### src/rtl/ft833_pic_pkg.sv
// ft833_pic_pkg
//   Shared definitions for the FT833 programmable interrupt controller.
//   Holds the register-window offsets, the CTRL bit positions, the 16-bit
//   source vector type and a small priority helper.
//   No ports (package).

package ft833_pic_pkg;

    // One bit per interrupt source; bit 0 is the highest priority
    typedef logic [15:0] pic_src_t;

    // Register window offsets on the 4-bit ad bus
    localparam logic [3:0] PIC_IE_LO   = 4'h0;
    localparam logic [3:0] PIC_IE_HI   = 4'h1;
    localparam logic [3:0] PIC_EDGE_LO = 4'h2;
    localparam logic [3:0] PIC_EDGE_HI = 4'h3;
    localparam logic [3:0] PIC_PEND_LO = 4'h4;
    localparam logic [3:0] PIC_PEND_HI = 4'h5;
    localparam logic [3:0] PIC_VEC     = 4'h6;
    localparam logic [3:0] PIC_CTRL    = 4'h7;
    localparam logic [3:0] PIC_ISR_LO  = 4'h8;
    localparam logic [3:0] PIC_ISR_HI  = 4'h9;

    // CTRL register bit positions
    localparam int CTRL_GEN   = 0;
    localparam int CTRL_NMIRT = 1;

    // Index of the lowest set bit (the highest-priority source).
    // Returns 0 for an empty vector; callers qualify with |v.
    function automatic logic [3:0] pic_lowest_set(input pic_src_t v);
        logic [3:0] idx;
        idx = 4'd0;
        for (int i = 15; i >= 0; i--) begin
            if (v[i]) begin
                idx = 4'(i);
            end
        end
        return idx;
    endfunction

endpackage

### src/rtl/ft833_pic_if.sv
// ft833_pic_if
//   CPU register-window bus of the interrupt controller.
//   cs/stb/rw/ad/db_i are driven by the CPU side (master), db_o/db_oe are
//   driven back by the controller (slave). Chip select is decoded outside.
//   Signals:
//     cs    - register-window chip select
//     stb   - one-cycle access strobe (already qualified by vda)
//     rw    - 1 = read, 0 = write
//     ad    - register offset
//     db_i  - write data
//     db_o  - registered read data
//     db_oe - read data valid, one cycle per read

interface ft833_pic_if;
    logic       cs;
    logic       stb;
    logic       rw;
    logic [3:0] ad;
    logic [7:0] db_i;
    logic [7:0] db_o;
    logic       db_oe;

    modport master (
        output cs, stb, rw, ad, db_i,
        input  db_o, db_oe
    );

    modport slave (
        input  cs, stb, rw, ad, db_i,
        output db_o, db_oe
    );
endinterface

### src/rtl/ft833_pic_sync.sv
// ft833_pic_sync
//   Synchronizer for one asynchronous interrupt request line, with a
//   one-cycle pulse on each synchronized 0->1 transition.
//   Ports:
//     clk   - system clock
//     rst_n - asynchronous active-low reset (all flops to 0)
//     d     - raw asynchronous request
//     q     - synchronized level
//     rise  - high for one cycle when q goes from 0 to 1
//   Parameters:
//     SYNC_STAGES - synchronizer depth (2..3)

module ft833_pic_sync #(
    parameter int SYNC_STAGES = 2
) (
    input  logic clk,
    input  logic rst_n,
    input  logic d,
    output logic q,
    output logic rise
);

    logic [SYNC_STAGES-1:0] chain;
    logic                   q_prev;

    // Shift the raw request through the synchronizer chain and keep one
    // extra copy of the synchronized level so a rising edge can be seen.
    // Everything resets to 0, so no edge appears on the first cycle.
    always_ff @(posedge clk or negedge rst_n) begin
        if (!rst_n) begin
            chain  <= '0;
            q_prev <= 1'b0;
        end else begin
            chain  <= {chain[SYNC_STAGES-2:0], d};
            q_prev <= chain[SYNC_STAGES-1];
        end
    end

    assign q    = chain[SYNC_STAGES-1];
    assign rise = chain[SYNC_STAGES-1] & ~q_prev;

endmodule

### src/rtl/ft833_pic.sv
// ft833_pic
//   Programmable interrupt controller in front of the FT833 CPU irq_n/nmi_n.
//   Up to 16 sources with per-source enable and edge/level mode, fixed
//   priority (source 0 highest), vector readout with acknowledge, and an
//   optional NMI routing of the top implemented source.
//   Ports:
//     clk   - system clock
//     rst_n - asynchronous active-low reset
//     bus   - register window (ft833_pic_if.slave)
//     src   - raw active-high asynchronous requests, bits >= NSRC ignored
//     irq_n - registered maskable interrupt, active-low
//     nmi_n - registered non-maskable interrupt, active-low
//   Parameters:
//     NSRC        - number of implemented sources (1..16)
//     SYNC_STAGES - synchronizer depth per source (2..3)
//   Build option:
//     FT833_PIC_NEST_EN - adds the in-service register ISR with nesting,
//                         EOI on offset-6 writes and ISR readback at 8/9.

module ft833_pic
    import ft833_pic_pkg::*;
#(
    parameter int NSRC        = 16,
    parameter int SYNC_STAGES = 2
) (
    input  logic            clk,
    input  logic            rst_n,
    ft833_pic_if.slave      bus,
    input  pic_src_t        src,
    output logic            irq_n,
    output logic            nmi_n
);

    localparam pic_src_t SRC_MASK = pic_src_t'((32'd1 << NSRC) - 32'd1);
    localparam pic_src_t NMI_BIT  = pic_src_t'(32'd1 << (NSRC - 1));

    pic_src_t   sync_lvl;
    pic_src_t   sync_rise;
    pic_src_t   ie_q;
    pic_src_t   edge_q;
    pic_src_t   pend_q;
    pic_src_t   pend_clr;
    pic_src_t   pend_next;
    pic_src_t   nmi_route;
    pic_src_t   svc_allow;
    pic_src_t   cand;
    logic [1:0] ctrl_q;
    logic       acc;
    logic       rd;
    logic       wr;
    logic       vec_any;
    logic [3:0] vec_num;
    logic [7:0] rd_data;
    logic       nmi_hold;

    // One synchronizer per implemented source; unimplemented sources are
    // tied off so they never become pending.
    for (genvar i = 0; i < 16; i++) begin : g_src
        if (i < NSRC) begin : g_impl
            ft833_pic_sync #(
                .SYNC_STAGES(SYNC_STAGES)
            ) u_sync (
                .clk  (clk),
                .rst_n(rst_n),
                .d    (src[i]),
                .q    (sync_lvl[i]),
                .rise (sync_rise[i])
            );
        end else begin : g_tie
            assign sync_lvl[i]  = 1'b0;
            assign sync_rise[i] = 1'b0;
        end
    end

    assign acc = bus.cs & bus.stb;
    assign rd  = acc & bus.rw;
    assign wr  = acc & ~bus.rw;

    // When NMI routing is on, the top source is taken away from the
    // maskable path entirely (irq_n and VEC).
    assign nmi_route = ctrl_q[CTRL_NMIRT] ? NMI_BIT : '0;

`ifdef FT833_PIC_NEST_EN
    pic_src_t isr_q;
    pic_src_t isr_low;

    // Isolate the highest-priority in-service bit; everything strictly
    // above it in priority (lower index) is still allowed to interrupt.
    // With nothing in service, low-1 wraps to all ones.
    assign isr_low   = isr_q & (~isr_q + 16'd1);
    assign svc_allow = isr_low - 16'd1;

    // In-service tracking: a successful VEC read marks the source as
    // in service, an offset-6 write retires the highest-priority one.
    always_ff @(posedge clk or negedge rst_n) begin
        if (!rst_n) begin
            isr_q <= '0;
        end else if (rd && bus.ad == PIC_VEC && vec_any) begin
            isr_q <= isr_q | (SRC_MASK & (pic_src_t'(1) << vec_num));
        end else if (wr && bus.ad == PIC_VEC) begin
            isr_q <= isr_q & (isr_q - 16'd1);
        end
    end
`else
    assign svc_allow = '1;
`endif

    assign cand    = pend_q & ie_q & ~nmi_route & svc_allow;
    assign vec_any = |cand;
    assign vec_num = pic_lowest_set(cand);

    // Clear requests for edge latches: a write of ones to PEND, or the
    // acknowledge implied by a VEC read that found a source.
    always_comb begin
        pend_clr = '0;
        if (wr && bus.ad == PIC_PEND_LO) begin
            pend_clr[7:0] = bus.db_i;
        end
        if (wr && bus.ad == PIC_PEND_HI) begin
            pend_clr[15:8] = bus.db_i;
        end
        if (rd && bus.ad == PIC_VEC && vec_any) begin
            pend_clr[vec_num] = 1'b1;
        end
    end

    // Edge bits hold until cleared, with a new edge winning over a clear
    // in the same cycle; level bits simply follow the synchronized input,
    // which also drops any latch left over when EDGE is turned off.
    assign pend_next = SRC_MASK & ((edge_q & ((pend_q & ~pend_clr) | sync_rise))
                                 | (~edge_q & sync_lvl));

    always_ff @(posedge clk or negedge rst_n) begin
        if (!rst_n) begin
            pend_q <= '0;
        end else begin
            pend_q <= pend_next;
        end
    end

    // Configuration registers. Unimplemented source bits are masked so
    // they always read back as 0.
    always_ff @(posedge clk or negedge rst_n) begin
        if (!rst_n) begin
            ie_q   <= '0;
            edge_q <= '0;
            ctrl_q <= '0;
        end else if (wr) begin
            case (bus.ad)
                PIC_IE_LO:   ie_q[7:0]    <= bus.db_i & SRC_MASK[7:0];
                PIC_IE_HI:   ie_q[15:8]   <= bus.db_i & SRC_MASK[15:8];
                PIC_EDGE_LO: edge_q[7:0]  <= bus.db_i & SRC_MASK[7:0];
                PIC_EDGE_HI: edge_q[15:8] <= bus.db_i & SRC_MASK[15:8];
                PIC_CTRL:    ctrl_q       <= bus.db_i[1:0];
                default:     ;
            endcase
        end
    end

    // Read-back multiplexer for the register window.
    always_comb begin
        rd_data = 8'h00;
        case (bus.ad)
            PIC_IE_LO:   rd_data = ie_q[7:0];
            PIC_IE_HI:   rd_data = ie_q[15:8];
            PIC_EDGE_LO: rd_data = edge_q[7:0];
            PIC_EDGE_HI: rd_data = edge_q[15:8];
            PIC_PEND_LO: rd_data = pend_q[7:0];
            PIC_PEND_HI: rd_data = pend_q[15:8];
            PIC_VEC:     rd_data = vec_any ? {1'b1, 3'b000, vec_num} : 8'h00;
            PIC_CTRL:    rd_data = {6'b000000, ctrl_q};
`ifdef FT833_PIC_NEST_EN
            PIC_ISR_LO:  rd_data = isr_q[7:0];
            PIC_ISR_HI:  rd_data = isr_q[15:8];
`endif
            default:     rd_data = 8'h00;
        endcase
    end

    // Read data is registered; db_oe is high exactly for the cycle after
    // the read strobe and db_o is driven to zero otherwise.
    always_ff @(posedge clk or negedge rst_n) begin
        if (!rst_n) begin
            bus.db_o  <= 8'h00;
            bus.db_oe <= 1'b0;
        end else if (rd) begin
            bus.db_o  <= rd_data;
            bus.db_oe <= 1'b1;
        end else begin
            bus.db_o  <= 8'h00;
            bus.db_oe <= 1'b0;
        end
    end

    // Maskable interrupt output, registered from the current pending,
    // enable and service state gated by GEN.
    always_ff @(posedge clk or negedge rst_n) begin
        if (!rst_n) begin
            irq_n <= 1'b1;
        end else begin
            irq_n <= ~(ctrl_q[CTRL_GEN] & vec_any);
        end
    end

    // NMI pulse: a routed rising edge pulls nmi_n low, nmi_hold keeps it
    // low for one more cycle so the pulse is two clocks wide. A fresh
    // edge restarts the pulse.
    always_ff @(posedge clk or negedge rst_n) begin
        if (!rst_n) begin
            nmi_n    <= 1'b1;
            nmi_hold <= 1'b0;
        end else if (ctrl_q[CTRL_NMIRT] && sync_rise[NSRC-1]) begin
            nmi_n    <= 1'b0;
            nmi_hold <= 1'b1;
        end else if (nmi_hold) begin
            nmi_n    <= 1'b0;
            nmi_hold <= 1'b0;
        end else begin
            nmi_n    <= 1'b1;
            nmi_hold <= 1'b0;
        end
    end

endmodule
### src/flat_wrapper.sv
// flat-port wrapper written by rule: the top's interface ports become plain ports
module ft833_pic_flat import ft833_pic_pkg::*;
#(
    parameter int NSRC        = 16,
    parameter int SYNC_STAGES = 2
)
  (clk, rst_n, src, irq_n, nmi_n, bus_cs, bus_stb, bus_rw, bus_ad, bus_db_i, bus_db_o, bus_db_oe);
  ft833_pic_if bus_i ();
  input  logic clk;
  input  logic rst_n;
  input  pic_src_t src;
  output logic irq_n;
  output logic nmi_n;
  input wire logic [$bits(bus_i.cs)-1:0] bus_cs;
  input wire logic [$bits(bus_i.stb)-1:0] bus_stb;
  input wire logic [$bits(bus_i.rw)-1:0] bus_rw;
  input wire logic [$bits(bus_i.ad)-1:0] bus_ad;
  input wire logic [$bits(bus_i.db_i)-1:0] bus_db_i;
  output wire logic [$bits(bus_i.db_o)-1:0] bus_db_o;
  output wire logic [$bits(bus_i.db_oe)-1:0] bus_db_oe;
  assign bus_i.cs = bus_cs;
  assign bus_i.stb = bus_stb;
  assign bus_i.rw = bus_rw;
  assign bus_i.ad = bus_ad;
  assign bus_i.db_i = bus_db_i;
  assign bus_db_o = bus_i.db_o;
  assign bus_db_oe = bus_i.db_oe;
  ft833_pic #(.NSRC(NSRC), .SYNC_STAGES(SYNC_STAGES)) u_core (.clk(clk), .rst_n(rst_n), .bus(bus_i), .src(src), .irq_n(irq_n), .nmi_n(nmi_n));
endmodule
### config.mk
export PLATFORM = sky130hd
export DESIGN_NAME = ft833_pic_flat
export DESIGN_NICKNAME = d
export VERILOG_FILES = /design/src/rtl/ft833_pic_pkg.sv /design/src/rtl/ft833_pic_if.sv /design/src/rtl/ft833_pic_sync.sv /design/src/rtl/ft833_pic.sv /design/src/flat_wrapper.sv
export SDC_FILE = /design/constraint.sdc
export NUM_CORES = 1
export LEC_CHECK = 0
export ABC_AREA = 1
export CAP_MARGIN = 20
export CORE_MARGIN = 1.5
export CORE_UTILIZATION = 25
export CTS_CLUSTER_DIAMETER = 150
export DETAILED_ROUTE_END_ITERATION = 16
export GPL_ROUTABILITY_DRIVEN = 0
export GPL_TIMING_DRIVEN = 0
export PLACE_DENSITY_LB_ADDON = 0.25
export REMOVE_ABC_BUFFERS = 1
export SYNTH_ARGS = -nofsm -noshare
export SYNTH_HDL_FRONTEND = slang
export SYNTH_HIERARCHICAL = 1
export SYNTH_SLANG_ARGS = --single-unit
### constraint.sdc
create_clock -name clk -period 2.05 [get_ports clk]
set_input_delay 0.41 -clock clk [delete_from_list [all_inputs] [get_ports clk]]
set_output_delay 0.41 -clock clk [all_outputs]
set_load 0.02 [all_outputs]
======== Word-level counts from Yosys, hierarchy flattened ========
Index checks and enable logic that the tools add are counted.
storage, ports and cells
  register bits ........................... 110
  logic and storage cells ................. 143
cells by class
  order comparisons ....................... 2
  multiplexer cells ....................... 29
  bitwise logic cells ..................... 49
  reduce and logical (&&, ||, !) cells .... 13
  eq/ne operators ......................... 7
operators by type and width
  operator                                              count
  AND 16 bit                                            5
  2-to-1 mux 4 bit                                      16
  one-hot mux 8 bit (8 select lines)                    1
  inverter 16 bit                                       3
  OR 16 bit                                             3
  2-to-1 mux 16 bit                                     2
  2-to-1 mux 8 bit                                      4
  AND 1 bit                                             20
  inverter 1 bit                                        18
  equality test 4 x 3 -> 1 bit (second input constant)  4
  OR reduction 16 bit                                   1
  AND reduction 2 bit                                   5
  equality test 4 x 2 -> 1 bit (second input constant)  2
  logical AND 1 bit                                     6
  < comparator 4 x 5 -> 1 bit (second input constant)   1
  2-to-1 mux 1 bit                                      5
  demux 1 bit (select 4 bit)                            1
  equality test 4 x 1 -> 1 bit (second input constant)  1
  >= comparator 4 x 1 -> 1 bit (second input constant)  1
  zero test 4 bit                                       1

======== Depth between registers and ports, before layout ========
Gate-level depths: netlist of run 1.
  word-level depth ........................ 30
  mapped depth ............................ 20
  depth with buffers taken out ............ 20

======== Hierarchy ========
The synthesis of run 1 kept the hierarchy.
by module, submodules not included
  module          area each (µm²)  times used  cells each  seq. area each (µm²)
  ft833_pic       3428.3           1           438         1554.0
  ft833_pic_sync  85.1             16          5           75.1

======== Least setup slack after synthesis of run 1 ========
Ideal clock, no wire load.
  kind .................................... reg2reg
  start ................................... reg u_core.ie_q[0]
  end ..................................... reg u_core.pend_q[15]
  arrival time ............................ 1.568 ns
  data required time ...................... 1.923 ns
  clock period less this slack ............ 1.694 ns
  buffers on the path ..................... 0
  cell stages (with the launch flop) ...... 15
  slack ................................... 0.356 ns
  cells stage by stage .................... dfrtp_1 -> nand2_4 -> nand2_4 -> nor2_4 -> inv_4 -> nor2_8 -> inv_2 -> nor2_4 -> inv_2 -> nor2_4 -> nand2_4 -> nor2_4 -> nand4_1 -> nand3_1 -> a31oi_1
between the ends
  longest elaborated chain between the ends .. 14
ends and longest elaborated chain
  item                                                                                               line                 source
  from (decl)                                                                                        ft833_pic.sv:39      pic_src_t ie_q;
  from (signal assigned)                                                                             ft833_pic.sv:150     PIC_IE_LO: ie_q[7:0] <= bus.db_i & SRC_MASK[7:0];
  AND 16 bit * (2 in a row)                                                                          ft833_pic.sv:108     assign cand = pend_q & ie_q & ~nmi_route & svc_allow;
  2-to-1 mux 4 bit                                                                                   ft833_pic_pkg.sv:34  if (v[i]) begin
  < comparator 4 x 5 -> 1 bit (implied by the code) or >= comparator 4 x 1 -> 1 bit (tied branches)  ft833_pic.sv:123     pend_clr[vec_num] = 1'b1;
  logical AND 1 bit (implied by the code)                                                            ft833_pic.sv:123
  2-to-1 mux 1 bit (implied by the code)                                                             ft833_pic.sv:123
  demux 1 bit (select 4 bit)                                                                         -
  OR 16 bit (no line)                                                                                -
  2-to-1 mux 16 bit *                                                                                ft833_pic.sv:122     if (rd && bus.ad == PIC_VEC && vec_any) begin
  inverter 16 bit *                                                                                  ft833_pic.sv:130     assign pend_next = SRC_MASK & ((edge_q & ((pend_q & ~pend_clr) | sync_rise))
  AND 16 bit *                                                                                       ft833_pic.sv:130
  OR 16 bit *                                                                                        ft833_pic.sv:130
  AND 16 bit *                                                                                       ft833_pic.sv:130
  OR 16 bit *                                                                                        ft833_pic.sv:131     | (~edge_q & sync_lvl));
  named net u_core.pend_next[15]                                                                     ft833_pic.sv:43      pic_src_t pend_next;
  to (signal assigned)                                                                               ft833_pic.sv:137     pend_q <= pend_next;
  to (decl)                                                                                          ft833_pic.sv:41      pic_src_t pend_q;
Mark *: on every way through the listed nets, which the timed path passes. The rest lies on a longest branch.
A chain may end at the register's enable or synchronous reset.

======== Final worst setup path of run 1 ========
  start ................................... in bus_ad[2]
  end ..................................... reg u_core.pend_q[3]
between the ends
  longest elaborated chain between the ends .. 10
ends and longest elaborated chain
  item                           line                source
  from (decl)                    flat_wrapper.sv:17  input wire logic [$bits(bus_i.ad)-1:0] bus_ad;
  equality test 4 x 3 -> 1 bit   ft833_pic.sv:116    if (wr && bus.ad == PIC_PEND_LO) begin
  logical AND 1 bit              ft833_pic.sv:116
  2-to-1 mux 8 bit               ft833_pic.sv:116
  OR 16 bit (no line)            -
  2-to-1 mux 16 bit *            ft833_pic.sv:122
  inverter 16 bit *              ft833_pic.sv:130
  AND 16 bit *                   ft833_pic.sv:130
  OR 16 bit *                    ft833_pic.sv:130
  AND 16 bit *                   ft833_pic.sv:130
  OR 16 bit *                    ft833_pic.sv:131
  named net u_core.pend_next[3]  ft833_pic.sv:43
Marked as above.

==> results of run 1 <==
sequential cells by signal (all words and copies together), names as in the netlist:
| name | cells |
|---|---|
| u_core/pend_q | 16 |
| u_core/edge_q | 16 |
| u_core/irq_n | 1 |
| u_core/bus.db_o | 8 |
| u_core/ctrl_q | 2 |
| u_core/g_src.g_impl.u_sync/chain | 32 |
| u_core/ie_q | 16 |
| u_core/bus.db_oe | 1 |
| u_core/g_src.g_impl.u_sync/q_prev | 16 |
| u_core/nmi_n | 1 |
| u_core/nmi_hold | 1 |
kinds of logic after synthesis:
kind of cell / Yosys count / synth area share
flip-flops: 110 / 0.5752
buffers and inverters: 79 / 0.06244
AO/OA/AOI/OAI: 80 / 0.1040
AND/OR/NAND/NOR: 249 / 0.2584
worst paths after layout:
path                                                              from                                endpoint  cells past startpoint
worst min-delay path            u_core/g_src[9].g_impl.u_sync/chain[0]  u_core/g_src[9].g_impl.u_sync/chain[1]                      0
worst max register to register                        u_core/pend_q[8]                        u_core/pend_q[3]                     10
worst max-delay path                                         bus_ad[2]                        u_core/pend_q[3]                     10
min in group asynchronous                                        rst_n  u_core/g_src[0].g_impl.u_sync/chain[0]                      2
max in group asynchronous                                        rst_n                            u_core/nmi_n                      3
worst min register to register  u_core/g_src[9].g_impl.u_sync/chain[0]  u_core/g_src[9].g_impl.u_sync/chain[1]                      0
power by group through the flow:
stage,registers [mW],logic (mW),clock network [mW]
6_report,2.51,1.07,2.02
5_1_grt,2.53,1.18,2.18
4_1_cts,2.51,0.892,2.10
3_5_place_dp,2.55,0.864,0
3_3_place_gp,2.54,0.839,0
2_1_floorplan,2.52,0.596,0
through the flow:
step / hold WS [ns] / cell area (sq um) / util / cells / setup slack (ns)
detailed placement: 0.3215 / 5523 / 0.2943 / 791 / -0.9653
CTS: 0.3522 / 5969 / 0.3181 / 811 / -0.009302
global placement: 0.3323 / 5494 / 0.2927 / 790 / -3.848
finish: 0.3486 / 6242 / 0.3326 / 833 / 0.03116
floorplan: 0.1144 / 4771 / - / 513 / 0.1826
global route: 0.3556 / 6242 / 0.3326 / 833 / -0.09635
layout make-up:
| cell class | count | area [sq um] | share of cell area |
|---|---|---|---|
| clock buffers | 10 | 229.0 | 0.03668 |
| repair buffers | 70 | 655.6 | 0.1050 |
| clock inverters | 6 | 117.6 | 0.01884 |
| inverters | 74 | 285.3 | 0.04570 |
| well taps | 234 | 292.8 | 0.04690 |
| multi-input cells | 329 | 1906 | 0.3053 |
| flip-flops and latches | 110 | 2756 | 0.4416 |
what timing repair did:
action                                  4_1_cts  5_1_grt
endpoints found under the setup margin       52       37
hold buffers                                  1        0
hold endpoints to repair                     30        0
resized for setup                            19       28
buffers inserted                              3       22
gates cloned                                  0        0
pin swaps                                     5       27
per-layer routing:
layer	track usage	routed length, microns
met1	0.1819	5981
met2	0.2049	5788
met3	0.03712	746
met4	0.02442	106
met5	0	0
placed cells by master (no fill, tap or decap), drive strengths merged, types with 5 or more instances in the layout:
cell type      instances
a21oi                 20
o21ai                 36
nor2                  70
inv                   73
nand2                134
buf                   27
clkdlybuf4s50         41
dfrtp                108
a221oi                 5
nand3                 31
nand4                  8
clkbuf                10
a31oi                  7
nor3                   6
==> results.json, run 1 <==
{
  "core_area_sq_um": 18770,
  "antenna_cells": 0,
  "cts-buffers-inserted": 9,
  "postSynthCellCount": 518,
  "setup_tns_ns": 0,
  "initial_antenna_violation_count": 0,
  "total_power_mw": 5.601,
  "routed_wirelength_microns": 12620,
  "numPortBuffers": 43,
  "synth_edf_count": 0,
  "wl_per_cell_microns": 15.15,
  "slew_viol_final": 0,
  "timing.hold.worst.class": "reg2reg",
  "power.sequential.fraction": 0.448,
  "worstPathMaxFanout": 4,
  "clkSinkCount": 110,
  "place.detailed.hpwl_microns": 8313,
  "cts_buffer_depth": 2,
  "report.final.setup_viol": 0,
  "syn_avg_cell_area_sq_um": 9.246,
  "grt_first_pass_wirelength_microns": 19790,
  "filler_cell_count": 1909,
  "route.detailed.vias_per_inst": 4.489,
  "final_hold_viol_count": 0,
  "initialDrtViolationCount": 286,
  "die-height_microns": 141.4,
  "path_clk_slew_ns": 0.07,
  "grt_pass1_vias": 3608,
  "synth.cells.most_frequent": "sky130_fd_sc_hd__nand2_1, sky130_fd_sc_hd__dfrtp_1, sky130_fd_sc_hd__inv_1",
  "die-width_microns": 141.4,
  "cell_internal_pwr_mw": 3.990,
  "cp.buffers_inverters": 2,
  "critical_path.top_delay_family": "simple AND/OR/NAND/NOR gates",
  "biggest_area_consumer_among_synthesized_cells": "sky130_fd_sc_hd__dfrtp_1",
  "fmax_ghz": 0.4953,
  "synth_async_sr_flop_share": 1.000,
  "cts_htree_levels": 3,
  "die_area_sq_um": 20000,
  "outcome": "finished, final reports clean",
  "unrepaired_setup_endpoints_after_global_routing": "yes",
  "grt_overflow": 0,
  "crit_slowest_cell": "sky130_fd_sc_hd__clkdlybuf4s50_1",
  "finalWorstPathRequiredPeriod_ns": 2.019,
  "synth_flop_cell": "sky130_fd_sc_hd__dfrtp_1",
  "drt_pre_antenna_iters": 4,
  "synth_seq_area_share": 0.5752,
  "ys_top_cells_by_area": "sky130_fd_sc_hd__dfrtp_1, sky130_fd_sc_hd__nand2_1, sky130_fd_sc_hd__inv_1",
  "groute.usage.overall": 0.1308,
  "critical_path.cell_chain": "clkdlybuf4s50_1 -> inv_1 -> nor2_4 -> nand2_2 -> a21oi_4 -> nand2_2 -> nor3_4 -> nand4_1 -> nand3_1 -> a21oi_1",
  "synth_seq_cells": 110,
  "timing_worst_setup_path_type": "in2reg",
  "worst_slew_margin_rel": 0.5913,
  "power.static_leakage_nw": 2.822,
  "synth.most_common_cell": "sky130_fd_sc_hd__nand2_1",
  "fin_nets": 627,
  "p_per_area_nw_per_um2": 897.3,
  "setup.worst_path.start_class": "input port",
  "combPwrFrac": 0.192,
  "sw_frac_of_total": 0.2877,
  "largest_net_degree_at_the_start_of_global_routing": 81,
  "cts_tree": "yes",
  "io_pins": 44,
  "cts_root_buffer": "sky130_fd_sc_hd__clkbuf_16",
  "vias": 3739,
  "critical_path_arrival_ns": 2.26,
  "finClkSkew_ns": 0.009836,
  "r2r_setup_slack_ns": 0.05,
  "cap_viol_max_count": 0,
  "detailed_route_drc_error_count": 0,
  "rows": 50,
  "clk_latency_ns": 0.36,
  "floorplan.initialDensity": 0.2552,
  "synth.distinct_cells": 35,
  "critical_path_required_ns": 2.29,
  "peak_supply_drop_v": 0.0004998,
  "synth_warnings": 6,
  "area_delta_synth_final_pct": 30.33,
  "share_clk_of_total_power": 0.361,
  "yosys.area.top_type_share": 0.5643,
  "slowest_delay_ns": 0.50,
  "synthesis.area_sq_um": 4790,
  "antenna_violating_nets_left": 0,
  "worst_slew_pin_tran_ns": 0.6084,
  "p_sw_mw": 1.612,
  "finalCritPeriodShare": 0.9848,
  "final_layout_size_suffix_gt1_frac": 0.2304,
  "cell_repeated_most_along_the_worst_path": "sky130_fd_sc_hd__nand2_2",
  "worst_setup_path_end_kind": "register"
}
(Power assumes the default switching activity.)
==> inputs of run 2 (changes only) <==
--- a/config.mk
+++ b/config.mk
@@ -10,6 +10,7 @@
 export CORE_MARGIN = 1.5
 export CORE_UTILIZATION = 25
 export CTS_CLUSTER_DIAMETER = 150
+export CTS_CLUSTER_SIZE = 16
 export DETAILED_ROUTE_END_ITERATION = 16
 export GPL_ROUTABILITY_DRIVEN = 0
 export GPL_TIMING_DRIVEN = 0
==> results of run 2 <==
Same layout as run 1: the final DEF is identical, and so are final timing and power.
==> inputs of run 3 (changes only) <==
--- a/config.mk
+++ b/config.mk
@@ -14,8 +14,7 @@
 export DETAILED_ROUTE_END_ITERATION = 16
 export GPL_ROUTABILITY_DRIVEN = 0
 export GPL_TIMING_DRIVEN = 0
-export PLACE_DENSITY_LB_ADDON = 0.25
-export REMOVE_ABC_BUFFERS = 1
+export PLACE_DENSITY = 0.45
 export SYNTH_ARGS = -nofsm -noshare
 export SYNTH_HDL_FRONTEND = slang
 export SYNTH_HIERARCHICAL = 1
==> run 3 against run 2 <==
Cell count grew 1.9%. Maximum frequency grew 1.8%. Clock-buffer cell count is the same. Core utilization grew 0.37 points. Clock power shrank 13%. Final area grew 1.1%. Flip-flop and latch count is the same. First-iteration DRC count shrank 8.0%. Critical path depth shrank 3. Clock skew shrank 0.00080 ns. Worst setup slack gained 0.036 ns.
==> results.json, run 3 (same netlist as run 1, synthesis figures left out) <==
{
  "p_per_area_nw_per_um2": 848.5,
  "worst_slew_margin_rel": 0.6850,
  "report.final.setup_viol": 0,
  "layout_commonest_cell": "sky130_fd_sc_hd__dfrtp_1",
  "antenna_violating_nets_left": 0,
  "detailedPlace.worstSlack_ns": -0.8808,
  "wl_per_cell_microns": 15.70,
  "antenna_cells": 0,
  "cts_root_buffer": "sky130_fd_sc_hd__clkbuf_16",
  "vias": 3820,
  "largest_net_degree_at_the_start_of_global_routing": 88,
  "holdPathEnd": "u_core/g_src[2].g_impl.u_sync/chain[1]",
  "grt_first_pass_wirelength_microns": 20650,
  "reg2reg_to": "u_core/pend_q[3]",
  "grt_overflow": 0,
  "depth_of_the_worst_hold_timing_path": 0,
  "power.static_leakage_nw": 2.897,
  "core_area_sq_um": 18770,
  "fin_nets": 643,
  "worst_r2r_startpoint": "u_core/pend_q[7]",
  "filler_cell_count": 1946,
  "numPortBuffers": 43,
  "finClkSkew_ns": 0.009033,
  "worst_setup_path_end_kind": "register",
  "final_layout_size_suffix_gt1_frac": 0.2455,
  "beginning_of_the_worst_hold_path": "u_core/g_src[2].g_impl.u_sync/chain[0]",
  "regMostFlops": "u_core/g_src.g_impl.u_sync/chain",
  "worst_slack_ns": 0.06719,
  "rr_worst_depth": 12,
  "floorplan.initialDensity": 0.2552,
  "largest_reg_flops": 32,
  "fmax_ghz": 0.5043,
  "cts-buffers-inserted": 9,
  "die-width_microns": 141.4,
  "area_delta_synth_final_pct": 31.79,
  "final_hold_viol_count": 0,
  "finalCritPeriodShare": 0.9672,
  "timing.hold.worst.class": "reg2reg",
  "io_pins": 44,
  "timing_worst_setup_path_type": "in2reg",
  "route.detailed.vias_per_inst": 4.499,
  "initialDrtViolationCount": 263,
  "cts_buffer_depth": 2,
  "die_area_sq_um": 20000,
  "critical_path_required_ns": 2.32,
  "postSynthNetCount": 551,
  "clkSinkCount": 110,
  "peak_supply_drop_v": 0.0004288,
  "slew_viol_final": 0,
  "critical_path_arrival_ns": 2.25,
  "detailed_route_drc_error_count": 0,
  "die-height_microns": 141.4,
  "clk_latency_ns": 0.36,
  "rows": 50,
  "drt_pre_antenna_iters": 6,
  "place.detailed.hpwl_microns": 8924,
  "initial_antenna_violation_count": 0,
  "grt_pass1_vias": 3699,
  "total_power_mw": 5.356,
  "cap_viol_max_count": 0,
  "outcome": "finished, final reports clean",
  "worstPathMaxFanout": 10,
  "path_clk_slew_ns": 0.07,
  "routed_wirelength_microns": 13330,
  "groute.usage.overall": 0.1388,
  "cts_htree_levels": 3,
  "worst_slew_pin_tran_ns": 0.4725,
  "finalWorstPathRequiredPeriod_ns": 1.983,
  "unrepaired_setup_endpoints_after_global_routing": "yes",
  "most-common-layout-cells": "sky130_fd_sc_hd__dfrtp_1, sky130_fd_sc_hd__nand2_1, sky130_fd_sc_hd__inv_1",
  "r2r_setup_slack_ns": 0.07,
  "holdWs_ns": 0.3506,
  "cts_tree": "yes",
  "setup.worst_path.start_class": "input port"
}
## run 3: cell types whose count changed in the layout (fill, tap and decap cells not counted), sizes merged
cell and change:
buf +13, bufinv -2, clkbuf +3, clkdlybuf4s50 -1, clkinv +1, clkinvlp +1, dlymetal6s2s +1
## run 3: layer usage
layer,track usage,vias to the layer above,part of all wire
li1,-,1852,-
met1,0.1959,1831,0.47
met2,0.2100,118,0.45
met3,0.03071,19,0.063
met4,0.04829,0,0.014
met5,0,-,0
## run 3: final cells by class
cell class / count / area, sq um / share of cell area
clock buffer: 10 / 229.0 / 0.03627
clock inverter: 6 / 62.56 / 0.009911
timing repair buffer: 82 / 764.5 / 0.1211
sequential: 110 / 2756 / 0.4367
buffer: 4 / 27.53 / 0.004361
multi-input combinational: 329 / 1898 / 0.3007
inverter: 74 / 281.5 / 0.04460
tap: 234 / 292.8 / 0.04638
## run 3: stage by stage
stage | area [sq um] | utilization | TNS, ns | cells
floorplan | 4790 | - | 0 | 518
global placement | 5513 | 0.2937 | -458.26 | 795
detailed placement | 5542 | 0.2953 | -40.35 | 796
CTS | 5997 | 0.3195 | 0 | 820
global route | 6312 | 0.3363 | -0.2930 | 849
finish | 6312 | 0.3363 | 0 | 849
## run 3: worst max path at each step
| stage | start | endpoint | cells after the start |
|---|---|---|---|
| after floorplan | u_core/ie_q[0] | u_core/pend_q[15] | 14 |
| after global placement | rst_n | u_core/g_src[6].g_impl.u_sync/chain[0] | 1 |
| after detailed placement | bus_stb | u_core/pend_q[4] | 10 |
| after CTS | u_core/pend_q[4] | u_core/pend_q[15] | 14 |
| after global routing | u_core/ctrl_q[1] | u_core/pend_q[9] | 18 |
| final | bus_ad[3] | u_core/edge_q[8] | 7 |
## run 3: what timing repair did
| action | CTS | global route |
|---|---|---|
| hold buffers | 1 | 0 |
| gates resized for setup | 31 | 25 |
| endpoints found under the setup margin | 53 | 41 |
| hold endpoints to repair | 23 | 0 |
| pin swaps | 8 | 27 |
| setup buffers | 8 | 29 |
## run 3: power breakdown
group          switching, mW  internal (mW)
sequential             0.156           2.36
combinational          0.630          0.458
clock                  0.812          0.944
total                   1.60           3.76
## run 3: critical path, stage by stage
cell                              delay (ns)
sky130_fd_sc_hd__clkdlybuf4s50_1        0.53
sky130_fd_sc_hd__nor2_2                 0.22
sky130_fd_sc_hd__inv_1                  0.07
sky130_fd_sc_hd__nor2_2                 0.27
sky130_fd_sc_hd__nand2_2                0.24
sky130_fd_sc_hd__clkbuf_4               0.29
sky130_fd_sc_hd__o21ai_0                0.22
==> variant, RTL diff (flow settings as in run 3) <==
Add a define of `FT833_PIC_NEST_EN`.
--- a/src/rtl/ft833_pic.sv
+++ b/src/rtl/ft833_pic.sv
@@ -18,4 +18,6 @@
 //                         EOI on offset-6 writes and ISR readback at 8/9.
 
+`define FT833_PIC_NEST_EN
+
 module ft833_pic
     import ft833_pic_pkg::*;
Formal check against the unedited RTL: not equivalent (Yosys sat finds a counterexample within 10 cycles, from zero or initial values and one cycle with rst_n low).
==> variant against run 3 <==
The flow now finishes with violations (setup timing). Worst setup slack worse by 760 ps. Sequential cell count increased by 16. Combinational power up 8%. Clock power up 65%. Wire length grew 36%. Utilization is 1.5 points higher. Design area is 26% higher. Non-clock buffer count increased by 3. Sequential share of layout area fell by 3.9 points. Synthesized area grew 20%. Count of clock-buffer cells in the layout up 7. Fmax fell by 28%. Largest cell class unchanged. Power up 29%.
==> variant: results (changes against run 3) <==
<table>
<tr><th>Metric</th><th>Value</th></tr>
<tr><th colspan="2">Outcome</th></tr>
<tr><td>Outcome</td><td>complete, but fails checks</td></tr>
<tr><td>Failing checks</td><td>setup timing</td></tr>
<tr><th colspan="2">Timing</th></tr>
<tr><td>Worst-case headroom to the max-slew limit</td><td>38.9% (-30 points)</td></tr>
<tr><td>Skew final</td><td>6.93 ps (-2.10 ps)</td></tr>
<tr><td>Final setup vio count</td><td>37 (+37)</td></tr>
<tr><td>Final worst setup slack</td><td>-694 ps (-761 ps)</td></tr>
<tr><th colspan="2">Synthesis</th></tr>
<tr><td>Post-Synthesis Cells</td><td>668 (+29%)</td></tr>
<tr><td>Nets in the synthesized netlist</td><td>701 (+27%)</td></tr>
<tr><td>Synth unique cells</td><td>37 (+5.7%)</td></tr>
<tr><td>Top cells by area, synth</td><td>dfrtp_1 54%, nand2_1 11%, inv_1 5.9%, nor2_1 4.6%, o21ai_0 4.0%</td></tr>
<tr><td>Sequential element share of the synthesized area</td><td>54.7% (-2.8 points)</td></tr>
<tr><th colspan="2">Power</th></tr>
<tr><td>Int Pwr</td><td>4.88 mW (+30%)</td></tr>
<tr><td>Lkg Pwr</td><td>3.59 nW (+24%)</td></tr>
<tr><th colspan="2">Place</th></tr>
<tr><td>Cell count after placement</td><td>997 (+25%)</td></tr>
<tr><th colspan="2">Route</th></tr>
<tr><td>Vias per inst</td><td>4.67 (+3.7%)</td></tr>
<tr><td>Drt first-iter violations</td><td>371 (+41%)</td></tr>
<tr><th colspan="2">Layout</th></tr>
<tr><td>Final Non-Filler Cells</td><td>1070 (+26%)</td></tr>
<tr><td>Fill count</td><td>2306 (+18%)</td></tr>
<tr><td>Net count, final</td><td>805 (+25%)</td></tr>
<tr><th colspan="2">Setup path</th></tr>
<tr><td>Worst-path maximum fanout</td><td>3 (-7)</td></tr>
<tr><td>Logic depth of the worst register-to-register path</td><td>18 (+6)</td></tr>
<tr><th colspan="2">Clock network</th></tr>
<tr><td>CTS H-tree depth</td><td>4 (+1)</td></tr>
<tr><td>Number of gates resized after cts</td><td>81 (+160%)</td></tr>
<tr><td>Skew-Pair Late Insertion Delay</td><td>430 ps (+70 ps)</td></tr>
<tr><th colspan="2">Global route</th></tr>
<tr><td>Largest net degree at the start of global routing</td><td>89 (+1.1%)</td></tr>
<tr><td>Global-route wire length before repair</td><td>28500 um (+38%)</td></tr>
<tr><td>Number of global-route vias before repair</td><td>4989 (+35%)</td></tr>
</table>
[variant: changes by cell type after synthesis, sizes merged, moves of 4 or more]
cell	change
o2111ai	+4
nor2	+26
dfrtp	+16
o21ai	+18
o21bai	+8
nand4	+15
nand2	+46
inv	+24
nand3	-17
[variant: area by class of cell]
type / count / share of cell area [%]
Multi-Input combinational cell: 437 / 32.6
Tap cell: 285 / 4.49
Buffer: 3 / 0.220
Clock inverter: 15 / 1.75
Inverter: 101 / 5.01
Timing Repair Buffer: 86 / 10.8
Sequential cell: 126 / 39.8
Clock buffer: 17 / 5.35
[variant: layer usage]
| layer | global-route usage, % | up-vias | part of all wire, % |
|---|---|---|---|
| li1 | - | 2376 | - |
| met1 | 21.9 | 2449 | 47 |
| met2 | 24.4 | 135 | 46 |
| met3 | 3.59 | 32 | 4.6 |
| met4 | 6.36 | 0 | 2.3 |
| met5 | 0 | - | 0 |
[variant: worst max-delay path: stages (launching register included)]
cell	delay (ps)
dfrtp_1	420
nor2_4	150
nand2_2	70
nor2_4	150
buf_12	120
nand2_4	60
inv_4	60
nand2_4	40
nor2_4	160
nand4_1	120
nand2_2	100
a31oi_1	50
o21bai_1	160
nand2_1	130
a21oi_4	180
buf_4	170
nand4_1	260
nand2_1	150
a21oi_1	70
[variant: metrics by stage]
stage / total power [mW] / instance area, sq um / utilization, % / setup slack (ps) / hold WS (ps)
3_5_place_dp: 3.69 / 6600 / 29.1 / -1140 / 335
4_1_cts: 6.85 / 7710 / 34.1 / -593 / 348
3_3_place_gp: 3.68 / 6560 / 29.0 / -5290 / 332
6_report: 6.94 / 7950 / 35.1 / -694 / 347
2_1_floorplan: 3.35 / 5770 / - / -82.7 / 114
5_1_grt: 7.26 / 7950 / 35.1 / -835 / 353
[variant: worst min path at each step]
stage,startpoint,endpoint,slack (ps)
3_5_place_dp,u_core/g_src[14].g_impl.u_sync/chain[0]$_DFF_PN0_,u_core/g_src[14].g_impl.u_sync/chain[1]$_DFF_PN0_,330
2_1_floorplan,rst_n,u_core/bus.db_o[0]$_DFF_PN0_,110
6_report,u_core/g_src[15].g_impl.u_sync/chain[0]$_DFF_PN0_,u_core/g_src[15].g_impl.u_sync/chain[1]$_DFF_PN0_,350
4_1_cts,u_core/g_src[15].g_impl.u_sync/chain[0]$_DFF_PN0_,u_core/g_src[15].g_impl.u_sync/chain[1]$_DFF_PN0_,350
5_1_grt,u_core/g_src[12].g_impl.u_sync/chain[0]$_DFF_PN0_,u_core/g_src[12].g_impl.u_sync/chain[1]$_DFF_PN0_,350
3_3_place_gp,u_core/g_src[6].g_impl.u_sync/chain[0]$_DFF_PN0_,u_core/g_src[6].g_impl.u_sync/chain[1]$_DFF_PN0_,330
